<file path="src/rtl/receptor_vga.sv">
// receptor_vga: receiver and checker for the VGA output bus, clocked by the pixel clock.
// Recovers pixel coordinates from hsync/vsync/n_blank, checks line and frame geometry,
// keeps a lock state and builds a per-frame checksum of the active RGB data.
//
// Ports:
//   clock, reset          pixel clock; synchronous active-high reset
//   hsync, vsync          syncs, active low
//   n_blank               1 = active video
//   red, green, blue      pixel colour
//   pixel_x, pixel_y      coordinates of the current active pixel (with pixel_valido)
//   enganchado            lock achieved
//   error_sync            one-cycle pulse when lock is lost
//   checksum              sum of {red,green,blue} over the last complete frame
//   checksum_valido       one-cycle pulse when checksum updates
//   conteo_tramas         good frames seen while locked
module receptor_vga #(
  parameter int unsigned H_TOTAL     = 800,
  parameter int unsigned V_TOTAL     = 525,
  parameter int unsigned H_ACTIVO    = 640,
  parameter int unsigned V_ACTIVO    = 480,
  parameter int unsigned LOCK_FRAMES = 2
) (
  input  logic        clock,
  input  logic        reset,
  input  logic        hsync,
  input  logic        vsync,
  input  logic        n_blank,
  input  logic [7:0]  red,
  input  logic [7:0]  green,
  input  logic [7:0]  blue,
  output logic [9:0]  pixel_x,
  output logic [9:0]  pixel_y,
  output logic        pixel_valido,
  output logic        enganchado,
  output logic        error_sync,
  output logic [31:0] checksum,
  output logic        checksum_valido,
  output logic [15:0] conteo_tramas
);

  localparam int unsigned CW = 12;
  localparam logic [CW-1:0] CntMax     = {CW{1'b1}};
  localparam logic [CW-1:0] HTotal     = CW'(H_TOTAL);
  localparam logic [CW-1:0] VTotal     = CW'(V_TOTAL);
  localparam logic [CW-1:0] HActivo    = CW'(H_ACTIVO);
  localparam logic [CW-1:0] VActivo    = CW'(V_ACTIVO);
  localparam logic [15:0]   LockFrames = 16'(LOCK_FRAMES);

  typedef enum logic [1:0] {StBuscando, StSincronizando, StEnganchado} estado_e;

  estado_e        estado_q, estado_d;
  logic           hsync_s1_q, hsync_s1_d, hsync_s2_q, hsync_s2_d;
  logic           vsync_s1_q, vsync_s1_d, vsync_s2_q, vsync_s2_d;
  logic           blank_s1_q, blank_s1_d;
  logic [23:0]    rgb_s1_q, rgb_s1_d;
  logic [CW-1:0]  h_cont_q, h_cont_d;
  logic [9:0]     x_cont_q, x_cont_d;
  logic [9:0]     y_cont_q, y_cont_d;
  logic [CW-1:0]  lineas_q, lineas_d;
  logic [CW-1:0]  lineas_act_q, lineas_act_d;
  logic           trama_mala_q, trama_mala_d;
  logic           salto_q, salto_d;
  logic           inicio_ok_q, inicio_ok_d;
  logic [15:0]    buenas_q, buenas_d;
  logic [31:0]    acc_q, acc_d;
  logic [9:0]     pixel_x_q, pixel_x_d, pixel_y_q, pixel_y_d;
  logic           pixel_valido_q, pixel_valido_d;
  logic           error_sync_q, error_sync_d;
  logic [31:0]    checksum_q, checksum_d;
  logic           checksum_valido_q, checksum_valido_d;
  logic [15:0]    conteo_q, conteo_d;

  logic           fin_linea, fin_trama, linea_activa, linea_mala, trama_buena, perdida;
  logic [9:0]     x_inc;
  logic [CW-1:0]  lineas_inc, act_inc;
  logic           mala_inc;
  logic [31:0]    acc_inc;

  always_comb begin
    hsync_s1_d = hsync;
    vsync_s1_d = vsync;
    blank_s1_d = n_blank;
    rgb_s1_d   = {red, green, blue};
    hsync_s2_d = hsync_s1_q;
    vsync_s2_d = vsync_s1_q;

    fin_linea = hsync_s2_q & ~hsync_s1_q;
    fin_trama = vsync_s2_q & ~vsync_s1_q;

    // Line bookkeeping includes the pixel sampled in the line-end cycle itself.
    x_inc        = (blank_s1_q && x_cont_q != 10'h3FF) ? x_cont_q + 10'd1 : x_cont_q;
    linea_activa = (x_inc != 10'd0);
    linea_mala   = fin_linea && ((!salto_q && (h_cont_q + 1'b1) != HTotal) ||
                                 ({2'b00, x_inc} > HActivo));

    // Line end is folded into the ending frame before the frame verdict is taken.
    lineas_inc  = (fin_linea && lineas_q != CntMax) ? lineas_q + 1'b1 : lineas_q;
    act_inc     = (fin_linea && linea_activa && lineas_act_q != CntMax) ?
                  lineas_act_q + 1'b1 : lineas_act_q;
    mala_inc    = trama_mala_q | linea_mala;
    trama_buena = !mala_inc && (lineas_inc == VTotal) && (act_inc == VActivo);
    acc_inc     = acc_q + (blank_s1_q ? {8'h00, rgb_s1_q} : 32'h0);

    h_cont_d = fin_linea ? '0 : ((h_cont_q == CntMax) ? CntMax : h_cont_q + 1'b1);
    x_cont_d = fin_linea ? 10'd0 : x_inc;

    y_cont_d = y_cont_q;
    if (fin_linea && linea_activa && y_cont_q != 10'h3FF) y_cont_d = y_cont_q + 10'd1;
    if (fin_trama) y_cont_d = 10'd0;

    lineas_d     = fin_trama ? '0 : lineas_inc;
    lineas_act_d = fin_trama ? '0 : act_inc;
    trama_mala_d = fin_trama ? 1'b0 : mala_inc;
    acc_d        = fin_trama ? 32'h0 : acc_inc;

    // Lock state machine.
    estado_d = estado_q;
    buenas_d = buenas_q;
    conteo_d = conteo_q;
    perdida  = linea_mala && (estado_q == StEnganchado);
    if (fin_trama) begin
      unique case (estado_q)
        StBuscando: begin
          estado_d = StSincronizando;
          buenas_d = 16'd0;
        end
        StSincronizando: begin
          if (!trama_buena) begin
            buenas_d = 16'd0;
          end else if (buenas_q + 16'd1 >= LockFrames) begin
            estado_d = StEnganchado;
            buenas_d = 16'd0;
          end else begin
            buenas_d = buenas_q + 16'd1;
          end
        end
        StEnganchado: begin
          if (trama_buena) conteo_d = conteo_q + 16'd1;
          else             perdida  = 1'b1;
        end
        default: estado_d = StBuscando;
      endcase
    end
    if (perdida) estado_d = StBuscando;
    error_sync_d = perdida;

    // Right after leaving BUSCANDO the line timing reference is unknown, so skip one check.
    salto_d = salto_q;
    if (fin_linea) salto_d = 1'b0;
    if (fin_trama && estado_q == StBuscando) salto_d = 1'b1;

    // A checksum is only published for frames that started outside BUSCANDO.
    inicio_ok_d       = fin_trama ? (estado_d != StBuscando) : inicio_ok_q;
    checksum_d        = checksum_q;
    checksum_valido_d = 1'b0;
    if (fin_trama && inicio_ok_q) begin
      checksum_d        = acc_inc;
      checksum_valido_d = 1'b1;
    end

    pixel_valido_d = blank_s1_q;
    pixel_x_d      = blank_s1_q ? x_cont_q : 10'd0;
    pixel_y_d      = blank_s1_q ? y_cont_q : 10'd0;
  end

  always_ff @(posedge clock) begin
    if (reset) begin
      estado_q          <= StBuscando;
      hsync_s1_q        <= 1'b0;
      hsync_s2_q        <= 1'b0;
      vsync_s1_q        <= 1'b0;
      vsync_s2_q        <= 1'b0;
      blank_s1_q        <= 1'b0;
      rgb_s1_q          <= 24'h0;
      h_cont_q          <= '0;
      x_cont_q          <= 10'd0;
      y_cont_q          <= 10'd0;
      lineas_q          <= '0;
      lineas_act_q      <= '0;
      trama_mala_q      <= 1'b0;
      salto_q           <= 1'b0;
      inicio_ok_q       <= 1'b0;
      buenas_q          <= 16'd0;
      acc_q             <= 32'h0;
      pixel_x_q         <= 10'd0;
      pixel_y_q         <= 10'd0;
      pixel_valido_q    <= 1'b0;
      error_sync_q      <= 1'b0;
      checksum_q        <= 32'h0;
      checksum_valido_q <= 1'b0;
      conteo_q          <= 16'd0;
    end else begin
      estado_q          <= estado_d;
      hsync_s1_q        <= hsync_s1_d;
      hsync_s2_q        <= hsync_s2_d;
      vsync_s1_q        <= vsync_s1_d;
      vsync_s2_q        <= vsync_s2_d;
      blank_s1_q        <= blank_s1_d;
      rgb_s1_q          <= rgb_s1_d;
      h_cont_q          <= h_cont_d;
      x_cont_q          <= x_cont_d;
      y_cont_q          <= y_cont_d;
      lineas_q          <= lineas_d;
      lineas_act_q      <= lineas_act_d;
      trama_mala_q      <= trama_mala_d;
      salto_q           <= salto_d;
      inicio_ok_q       <= inicio_ok_d;
      buenas_q          <= buenas_d;
      acc_q             <= acc_d;
      pixel_x_q         <= pixel_x_d;
      pixel_y_q         <= pixel_y_d;
      pixel_valido_q    <= pixel_valido_d;
      error_sync_q      <= error_sync_d;
      checksum_q        <= checksum_d;
      checksum_valido_q <= checksum_valido_d;
      conteo_q          <= conteo_d;
    end
  end

  assign pixel_x         = pixel_x_q;
  assign pixel_y         = pixel_y_q;
  assign pixel_valido    = pixel_valido_q;
  assign enganchado      = (estado_q == StEnganchado);
  assign error_sync      = error_sync_q;
  assign checksum        = checksum_q;
  assign checksum_valido = checksum_valido_q;
  assign conteo_tramas   = conteo_q;

endmodule

</file>
<file path="config.mk">
export PLATFORM = sky130hd
export DESIGN_NAME = receptor_vga
export DESIGN_NICKNAME = d
export VERILOG_FILES = /design/src/rtl/receptor_vga.sv
export SDC_FILE = /design/constraint.sdc
export NUM_CORES = 1
export LEC_CHECK = 0
export ABC_AREA = 1
export ABC_CLOCK_PERIOD_IN_PS = 10000
export CAP_MARGIN = 20
export CORE_ASPECT_RATIO = 0.75
export CORE_MARGIN = 8
export CORE_UTILIZATION = 50
export CTS_BUF_LIST = sky130_fd_sc_hd__clkbuf_2 sky130_fd_sc_hd__clkbuf_4 sky130_fd_sc_hd__clkbuf_8
export CTS_CLUSTER_DIAMETER = 80
export DETAILED_ROUTE_END_ITERATION = 8
export PLACE_DENSITY = 0.69
export SLEW_MARGIN = 15
export SYNTH_ARGS = -nofsm -noshare
export SYNTH_HDL_FRONTEND = slang
export SYNTH_SLANG_ARGS = --single-unit
</file>
<file path="constraint.sdc">
create_clock -name clock -period 10 [get_ports clock]
set_input_delay 1 -clock clock [delete_from_list [all_inputs] [get_ports clock]]
set_output_delay 1 -clock clock [all_outputs]
set_load 0.03 [all_outputs]
</file>
# After elaboration in Yosys (flattened, before gate mapping)
# Cells that the tools add are included.
# word_totals
elab_cells	94
output_inout_bits	72
input_bits	29
reg_bits	209
# op_classes
n_reduce_logical	25
n_addsub	8
n_eq_ne	10
magnitude_cmp	2
mux	19
bitwise	6
# op_table
op	n
12-bit by 1-bit adder with 12-bit output, second input constant	3
12-bit two-way mux	3
16-bit by 1-bit adder with 16-bit output, second input constant	2
32-bit by 24-bit adder with 32-bit output	1
16-bit two-way mux	2
16-bit one-hot mux with 2 select lines	1
24-bit two-way mux	1
12-bit != test, second input constant	2
10-bit by 1-bit adder with 10-bit output, second input constant	2
10-bit != test, second input constant	2
16-bit by 2-bit >= comparator with 1-bit output, second input constant	1
12-bit by 10-bit equality test with 1-bit output, second input constant	1
12-bit equality test, second input constant	1
12-bit by 9-bit equality test with 1-bit output, second input constant	1
1-bit logical AND	12
12-bit by 10-bit != test with 1-bit output, second input constant	1
10-bit > comparator, second input constant	1
10-bit two-way mux	1
10-bit nonzero test	1
2-bit two-way mux	4
1-bit two-way mux	6
2-bit one-hot mux with 3 select lines	1
2-bit nonzero test	3
2-bit OR reduction	3
other kinds (10)	14

# Logic depth before layout (Yosys ltp)
# Gate-level depths: netlist of the first run.
# depth
word_depth	15
depth_mapped	24
mapped_depth_nobuf	24

# Worst setup path after synthesis of the first run
# No wires, ideal clock.
# synth_path
kind	register to register
from	register blank_s1_q
to	register checksum_q[28], in the netlist checksum[28]
setup_time_ns	0.109
stages_incl_launch_ff	20
t_arrival_ns	3.118
required_ns	9.891
slack_ns	6.773
n_path_buf	2
cell_sequence	dfxtp_1 -> clkbuf_1 -> clkbuf_1 -> nand2_1 -> inv_1 -> ha_1 -> a21oi_1 -> o21ai_0 -> a21oi_1 -> o21ai_0 -> a21boi_0 -> o21ai_0 -> a21boi_0 -> o21bai_1 -> nand2_1 -> nand2_1 -> nand3b_1 -> nand3_1 -> nand2_1 -> inv_1
# synth_via
elab_chain_cells	2
# synth_rtl
item	line_no	rtl
start: declaration	54	logic blank_s1_q, blank_s1_d;
start signal: assignment	198	blank_s1_q <= blank_s1_d;
24-bit two-way mux	102	acc_inc = acc_q + (blank_s1_q ? {8'h00, rgb_s1_q} : 32'h0);
32-bit by 24-bit adder with 32-bit output	102	
end signal: assignment	214	checksum_q <= checksum_d;
end: declaration	69	logic [31:0] checksum_q, checksum_d;
# No other way between the ends.
# A chain may end at the register's enable or synchronous reset.

# Worst setup path after layout of the first run
# layout_path
from	register blank_s1_q
to	register conteo_q[2], in the netlist conteo_tramas[2]
# layout_via
elab_chain_cells	10
elab_cells_between_ends	15
classes_between	order compare: 1; eq/ne: 1; mux: 2; bitwise: 1; reduce/logical: 10
# layout_rtl
item	line_no	rtl
1-bit logical AND (*)	91	x_inc = (blank_s1_q && x_cont_q != 10'h3FF) ? x_cont_q + 10'd1 : x_cont_q;
10-bit two-way mux (*)	91	
10-bit > comparator	94	({2'b00, x_inc} > HActivo));
1-bit logical OR	93	linea_mala = fin_linea && ((!salto_q && (h_cont_q + 1'b1) != HTotal) ||
1-bit logical AND	93	
1-bit bitwise OR	100	mala_inc = trama_mala_q | linea_mala;
1-bit logical NOT	101	trama_buena = !mala_inc && (lineas_inc == VTotal) && (act_inc == VActivo);
1-bit logical AND	101	
1-bit logical AND (*)	101	
3-bit AND reduction (no line) (*)	-	
end signal: assignment	216	conteo_q <= conteo_d;
end: declaration	71	logic [15:0] conteo_q, conteo_d;
# Every way passes the cells marked *; elsewhere a longest branch is shown, timed or not.

==> out/metrics.cfg, run 1 <==
[outcome]
status=finished clean

[hold_path]
hold_start=hsync_s1_q
hold-path-endpoint=hsync_s2_q
worstHoldPathCells=2
min_path_type=flip-flop to flip-flop

[worst_setup_path]
rr_startpoint=blank_s1_q
reg2reg_to=conteo_tramas[2]
crit_arrival_ns=4.66
cp_max_fo=30
endpoint_kind=flip-flop
critPathLaunchType=flip-flop
required_ns=10.35
setup.worst_path.class=flip-flop to flip-flop
r2r_slack_ns=5.69
ff2ff_path_depth=16

[route]
wirelength_um=23200
wire_per_inst_um=12.8
drtIter0Drc=632
drtAntennaViolNets=0
vias=8993
route.detailed.drc=0
first_pass_iters=5
avgViaCountPerCell=4.96

[timing]
fin_worst_skew_ns=0.00959
hold_viol_final=0
fin_crit_ns=4.31
fin_crit_sh_pct=43.1
relSlewSlack_pct=30.1
hold_ws_ns=0.433
worst_slack_ns=5.69
setup-tns-final_ns=0
worstMarginPinSlew_ns=1.05
rsz0062_at_grt=no
setup_viol=0
fmax_ghz=0.232
maxSlewViolCount=0

[layout]
layout-drive-gt1-share_pct=6.30
syn_to_final_growth_pct=19.0
final_cell_mix=264 x nand2_1, 238 x inv_1, 209 x dfxtp_1, 205 x nor2_1, 99 x clkdlybuf4s50_1
nNetsFinal=1596
layout_commonest_cell=nand2_1
diodes=0

[floorplan]
io_pins=101
die_y_um=140
die-area_mm2=0.0254
die_w_um=181
start_util_pct=50.9
rows=45
fp.coreArea_mm2=0.0202

[place]
dpl_worst_slack_ns=5.75
globalplace.congestion=0.864
place_hpwl_um=16900
numPortBuffers=100

[clocking]
cts_tree=built
clock-sinks=209
cts_buffers=34
cts_root_buffer=clkbuf_8
cts_hold_buf=0
clk_latency_ns=0.51
cts.clk_slew.worst_paths_ns=0.06
post_cts_resize_count=0
h-tree-depth=2
postCtsSetupBuffers=0
cts.path.max_buffers=3

[global_routing]
antenna_found_initial=0
grt_max_degree=65
gr-total-overflow=0
grt.total_usage_pct=18.1
grt_pass1_vias=8574
grt_pass1_wl_um=39800

[logic_synthesis]
ys_warn_count=0
synth_nets=1495
netlist_area_mm2=0.0103
synth_cell_types=44
syn_inst=1433
ys_seq_elements=209
yosysSeqAreaShare_pct=40.8
synth_area_per_cell_um2=7.16

[power]
totalPowerFinal_uw=1760
p_leak_uw=0.00527
ir_drop_v=0.000132
power.density_mw_per_mm2=144

[job]
max-cap-violations=0

[layer usage]
layer | vias up | routed length, um | track usage, %
li1 | 4743 | - | -
met1 | 4026 | 11700 | 24.5
met2 | 191 | 9630 | 28.0
met3 | 33 | 1490 | 5.12
met4 | 0 | 352 | 4.82
met5 | - | 0 | 0
[stage by stage]
stage	utilization (%)	instances	cell area [um2]
detailed placement	56.8	1756	11400
global route	60.5	1814	12200
finish	60.5	1814	12200
global placement	56.7	1754	11400
CTS	60.5	1814	12200
floorplan	-	1433	10300
[power by group]
group          switching [uW]  leakage [uW]  internal, uW
Clock                     331      0.000390           476
Sequential               8.85       0.00169           848
Combinational            60.9       0.00319          36.3
Total                     401       0.00527          1360
[cell type report]
cell class / count / area [um2]
inverter: 246 / 923
tap: 258 / 323
clock inverter: 6 / 85.1
fill: 1887 / 7960
timing repair buffer: 106 / 1050
clock buffer: 52 / 666
sequential: 209 / 4180
multi-input combinational: 937 / 4970
[worst max path at each step]
stage / slack [ns] / start / endpoint
after global routing: 5.17 / blank_s1_q / conteo_tramas[5]
after global placement: 5.67 / blank_s1_q / conteo_tramas[8]
final: 5.69 / blank_s1_q / conteo_tramas[2]
after floorplan: 6.77 / blank_s1_q / checksum[28]
after CTS: 5.72 / blank_s1_q / conteo_tramas[2]
after detailed placement: 5.75 / blank_s1_q / conteo_tramas[2]
[critical path, stage by stage, from the launching register on]
cell,delay (ns)
dfxtp_1,1.01
inv_1,0.24
nor2_1,0.35
nand4_1,0.15
nand2_1,0.13
nand3_1,0.09
nor2_1,0.10
nand2_1,0.06
nand2_1,0.11
nand2_1,0.07
nand2_1,0.10
nand2_1,0.10
nor4_2,0.68
buf_4,0.28
nand4_1,0.43
nand2_1,0.18
a21oi_1,0.08
[logic make-up (layout without fill, tap and decap cells)]
logic type	after synthesis	count (layout)	synth area share [%]
compound gates	166	166	9.42
xor+xnor	75	75	6.41
fa+ha+maj	33	33	4.10
buf+inv	287	410	10.8
flops	209	209	40.8
simple gates	663	663	28.4
[synthesized netlist by cell type]
| library cell | n | area (um2) |
|---|---|---|
| nand3_2 | 3 | 30.0 |
| o21ai_2 | 2 | 17.5 |
| o21bai_1 | 5 | 37.5 |
| nand3_4 | 2 | 35.0 |
| nand2_1 | 264 | 991 |
| buf_4 | 1 | 7.51 |
| nor3b_1 | 1 | 7.51 |
| o21ai_0 | 35 | 175 |
| nand2_2 | 9 | 56.3 |
| a221oi_1 | 2 | 17.5 |
| clkinv_1 | 4 | 15.0 |
| buf_8 | 1 | 15.0 |
| nand4_1 | 42 | 263 |
| nor2_4 | 5 | 56.3 |
| o31ai_1 | 2 | 15.0 |
| fa_1 | 1 | 20.0 |
| o21ai_1 | 4 | 20.0 |
| o32ai_1 | 1 | 8.76 |
| buf_2 | 3 | 15.0 |
| nor3_1 | 44 | 220 |
| nor2_1 | 205 | 769 |
| a31oi_1 | 4 | 25.0 |
| dfxtp_1 | 209 | 4180 |
| nand3_1 | 69 | 345 |
| nor4_1 | 7 | 43.8 |
| inv_2 | 3 | 11.3 |
| or4_1 | 1 | 7.51 |
| xor2_1 | 53 | 464 |
| a21oi_1 | 74 | 370 |
| and2_1 | 1 | 6.26 |
| buf_6 | 2 | 22.5 |
| ha_1 | 32 | 400 |
| xnor2_1 | 22 | 193 |
| a21boi_0 | 4 | 30.0 |
| o21a_1 | 7 | 52.6 |
| inv_1 | 239 | 897 |
| a21oi_2 | 1 | 8.76 |
| clkbuf_1 | 33 | 124 |
| o211ai_1 | 25 | 188 |
| nand2_4 | 2 | 22.5 |
| nor3_2 | 2 | 20.0 |
| nor2_2 | 2 | 12.5 |
| nand3b_1 | 4 | 30.0 |
| buf_1 | 1 | 3.75 |
[registers in the layout (all words and copies together), names as in the netlist, 12 cells and up]
signal,cells
acc_q,32
checksum,32
rgb_s1_q,24
buenas_q,16
conteo_tramas,16
h_cont_q,12
lineas_act_q,12
lineas_q,12
Note: power is estimated with default switching activity, not from simulation.
==> run 2: changes to the inputs <==
Settings changed: ABC_CLOCK_PERIOD_IN_PS 10000 to 4450.
Clock period 10 ns to 4.45 ns, I/O delays scaled along.
==> run 2 against run 1 <==
Count of clock-buffer cells in the layout is 1 higher. Global-route usage rose by 0.56 points. Power is 120% higher. Final cell count is 0.17% higher. First-iteration DRC count shrank 16%. Clock skew up 0.0069 ns. Critical path depth up 2. Via count is 0.60% higher. Critical endpoint is now checksum[28].
==> out/metrics.cfg, run 2 (synthesis results as in run 1) <==
[layout]
diodes=0  ; unchanged
syn_to_final_growth_pct=18.6
layout-drive-gt1-share_pct=6.48  ; +0.18 points
fin_util_pct=60.3  ; -0.18 points
fin_area_mm2=0.0122  ; -0.30%
nNetsFinal=1598  ; +0.13%
layout_commonest_cell=nand2_1
finalNonFillerCells=1817  ; +0.17%
final_cell_mix=264 x nand2_1, 238 x inv_1, 209 x dfxtp_1, 205 x nor2_1, 99 x clkdlybuf4s50_1
fillers=1905  ; +0.95%

[timing]
rsz0062_at_grt=no
worstMarginPinSlew_ns=0.950  ; -0.0975 ns
setup-tns-final_ns=0  ; unchanged
hold_viol_final=0  ; unchanged
setup_viol=0  ; unchanged
fin_crit_ns=3.66  ; -0.651 ns
fmax_ghz=0.273  ; +18%
maxSlewViolCount=0  ; unchanged
fin_worst_skew_ns=0.0165  ; +0.00688 ns
fin_crit_sh_pct=82.2  ; +39 points
relSlewSlack_pct=36.4  ; +6.4 points

[floorplan]
rows=45  ; unchanged
die_y_um=140  ; unchanged
start_util_pct=50.9  ; unchanged
die-area_mm2=0.0254  ; unchanged
die_w_um=181  ; unchanged
fp.coreArea_mm2=0.0202  ; unchanged
io_pins=101  ; unchanged

[clocking]
cts.clk_slew.worst_paths_ns=0.06  ; about the same
clk_latency_ns=0.51  ; about the same
cts.path.max_buffers=3  ; unchanged
cts_root_buffer=clkbuf_8
post_cts_resize_count=0  ; unchanged
clock-sinks=209  ; unchanged
cts_hold_buf=0  ; unchanged
cts_buffers=34  ; unchanged
cts_tree=built
h-tree-depth=2  ; unchanged
postCtsSetupBuffers=0  ; unchanged

[global_routing]
grt_pass1_vias=8690  ; +1.4%
grt_pass1_wl_um=40800  ; +2.4%
grt.total_usage_pct=18.7  ; +0.56 points
antenna_found_initial=0  ; unchanged
grt_max_degree=52  ; -20%
gr-total-overflow=0  ; unchanged

[place]
place_area_mm2=0.0115  ; about the same
globalplace.congestion=0.880  ; +1.8%
place_hpwl_um=17200  ; +1.7%
numPortBuffers=100  ; unchanged
dpl.cell_count=1758  ; +0.11%

[route]
avgViaCountPerCell=4.98  ; +0.43%
vias=9047  ; +0.60%
wirelength_um=23600  ; +1.7%
wire_per_inst_um=13.0  ; +1.5%
route.detailed.drc=0  ; unchanged
first_pass_iters=5  ; unchanged
drtAntennaViolNets=0  ; unchanged
drtIter0Drc=528  ; -16%

[worst_setup_path]
setup.worst_path.class=flip-flop to flip-flop
crit_arrival_ns=4.07  ; -0.59 ns
required_ns=4.86  ; -5.49 ns
endpoint_kind=flip-flop
cp_max_fo=21  ; -30%
critPathLaunchType=flip-flop

[power]
power.density_mw_per_mm2=319  ; +120%
totalPowerFinal_uw=3880  ; +120%
p_leak_uw=0.00527  ; about the same
ir_drop_v=0.000193  ; +46%

[outcome]
status=finished clean

[hold_path]
min_path_type=flip-flop to flip-flop

[job]
max-cap-violations=0  ; unchanged

==> run 2: cell count changes in the layout (fill, tap and decap cells not counted), sizes merged <==
| cell | previous run | this run |
|---|---|---|
| buf | 7 | 9 |
| clkinvlp | 2 | 1 |
| clkinv | 6 | 8 |
| bufinv | 2 | 1 |
| clkbuf | 52 | 53 |
==> run 2: routing by layer <==
| metal | global-route usage, % | vias to the layer above | wire length, um |
|---|---|---|---|
| li1 | - | 4746 | - |
| met1 | 25.5 | 4043 | 11900 |
| met2 | 28.6 | 217 | 9690 |
| met3 | 4.65 | 41 | 1510 |
| met4 | 5.98 | 0 | 510 |
| met5 | 0 | - | 0 |
==> run 2: worst paths after layout <==
kind / cells after the start / start / slack [ns] / to
max: 18 / blank_s1_q / 0.79 / checksum[28]
min: 2 / hsync_s1_q / 0.44 / hsync_s2_q
max reg2reg: 18 / blank_s1_q / 0.79 / checksum[28]
min reg2reg: 2 / hsync_s1_q / 0.44 / hsync_s2_q
==> run 2: where the power goes <==
part           internal, uW  leakage [uW]  switching (uW)
Combinational          80.3       0.00319             141
Sequential             1910       0.00169            17.3
Clock                   992      0.000380             740
==> run 2: metrics by stage <==
| step | hold WS [ns] | worst slack (ns) |
|---|---|---|
| after detailed placement | 0.429 | 0.828 |
| after global routing | 0.422 | 0.268 |
| final | 0.438 | 0.791 |
| after CTS | 0.407 | 0.788 |
| after floorplan | 0.410 | 1.22 |
| after global placement | 0.423 | 1.00 |
==> run 2: layout make-up <==
type | instances | area (um2) | area share [%]
Clock buffer | 53 | 654 | 5.38
Sequential cell | 209 | 4180 | 34.4
Timing Repair Buffer | 108 | 1060 | 8.68
Tap cell | 258 | 323 | 2.65
Multi-Input combinational cell | 937 | 4970 | 40.8
Clock inverter | 6 | 57.6 | 0.473
Inverter | 246 | 923 | 7.59
==> run 2: critical path, cell delays in order (launching register included) <==
cell and delay (ns):
dfxtp_1 0.50, buf_4 0.31, nand2_1 0.08, inv_1 0.06, ha_1 0.26, a21oi_1 0.20, o21ai_0 0.10, a21oi_1 0.21
o21ai_0 0.18, a21boi_0 0.43, o21ai_0 0.22, a21boi_0 0.36, o21bai_1 0.15, nand2_1 0.12, nand2_1 0.09, nand3b_1 0.12
nand3_1 0.08, nand2_1 0.06, inv_1 0.03
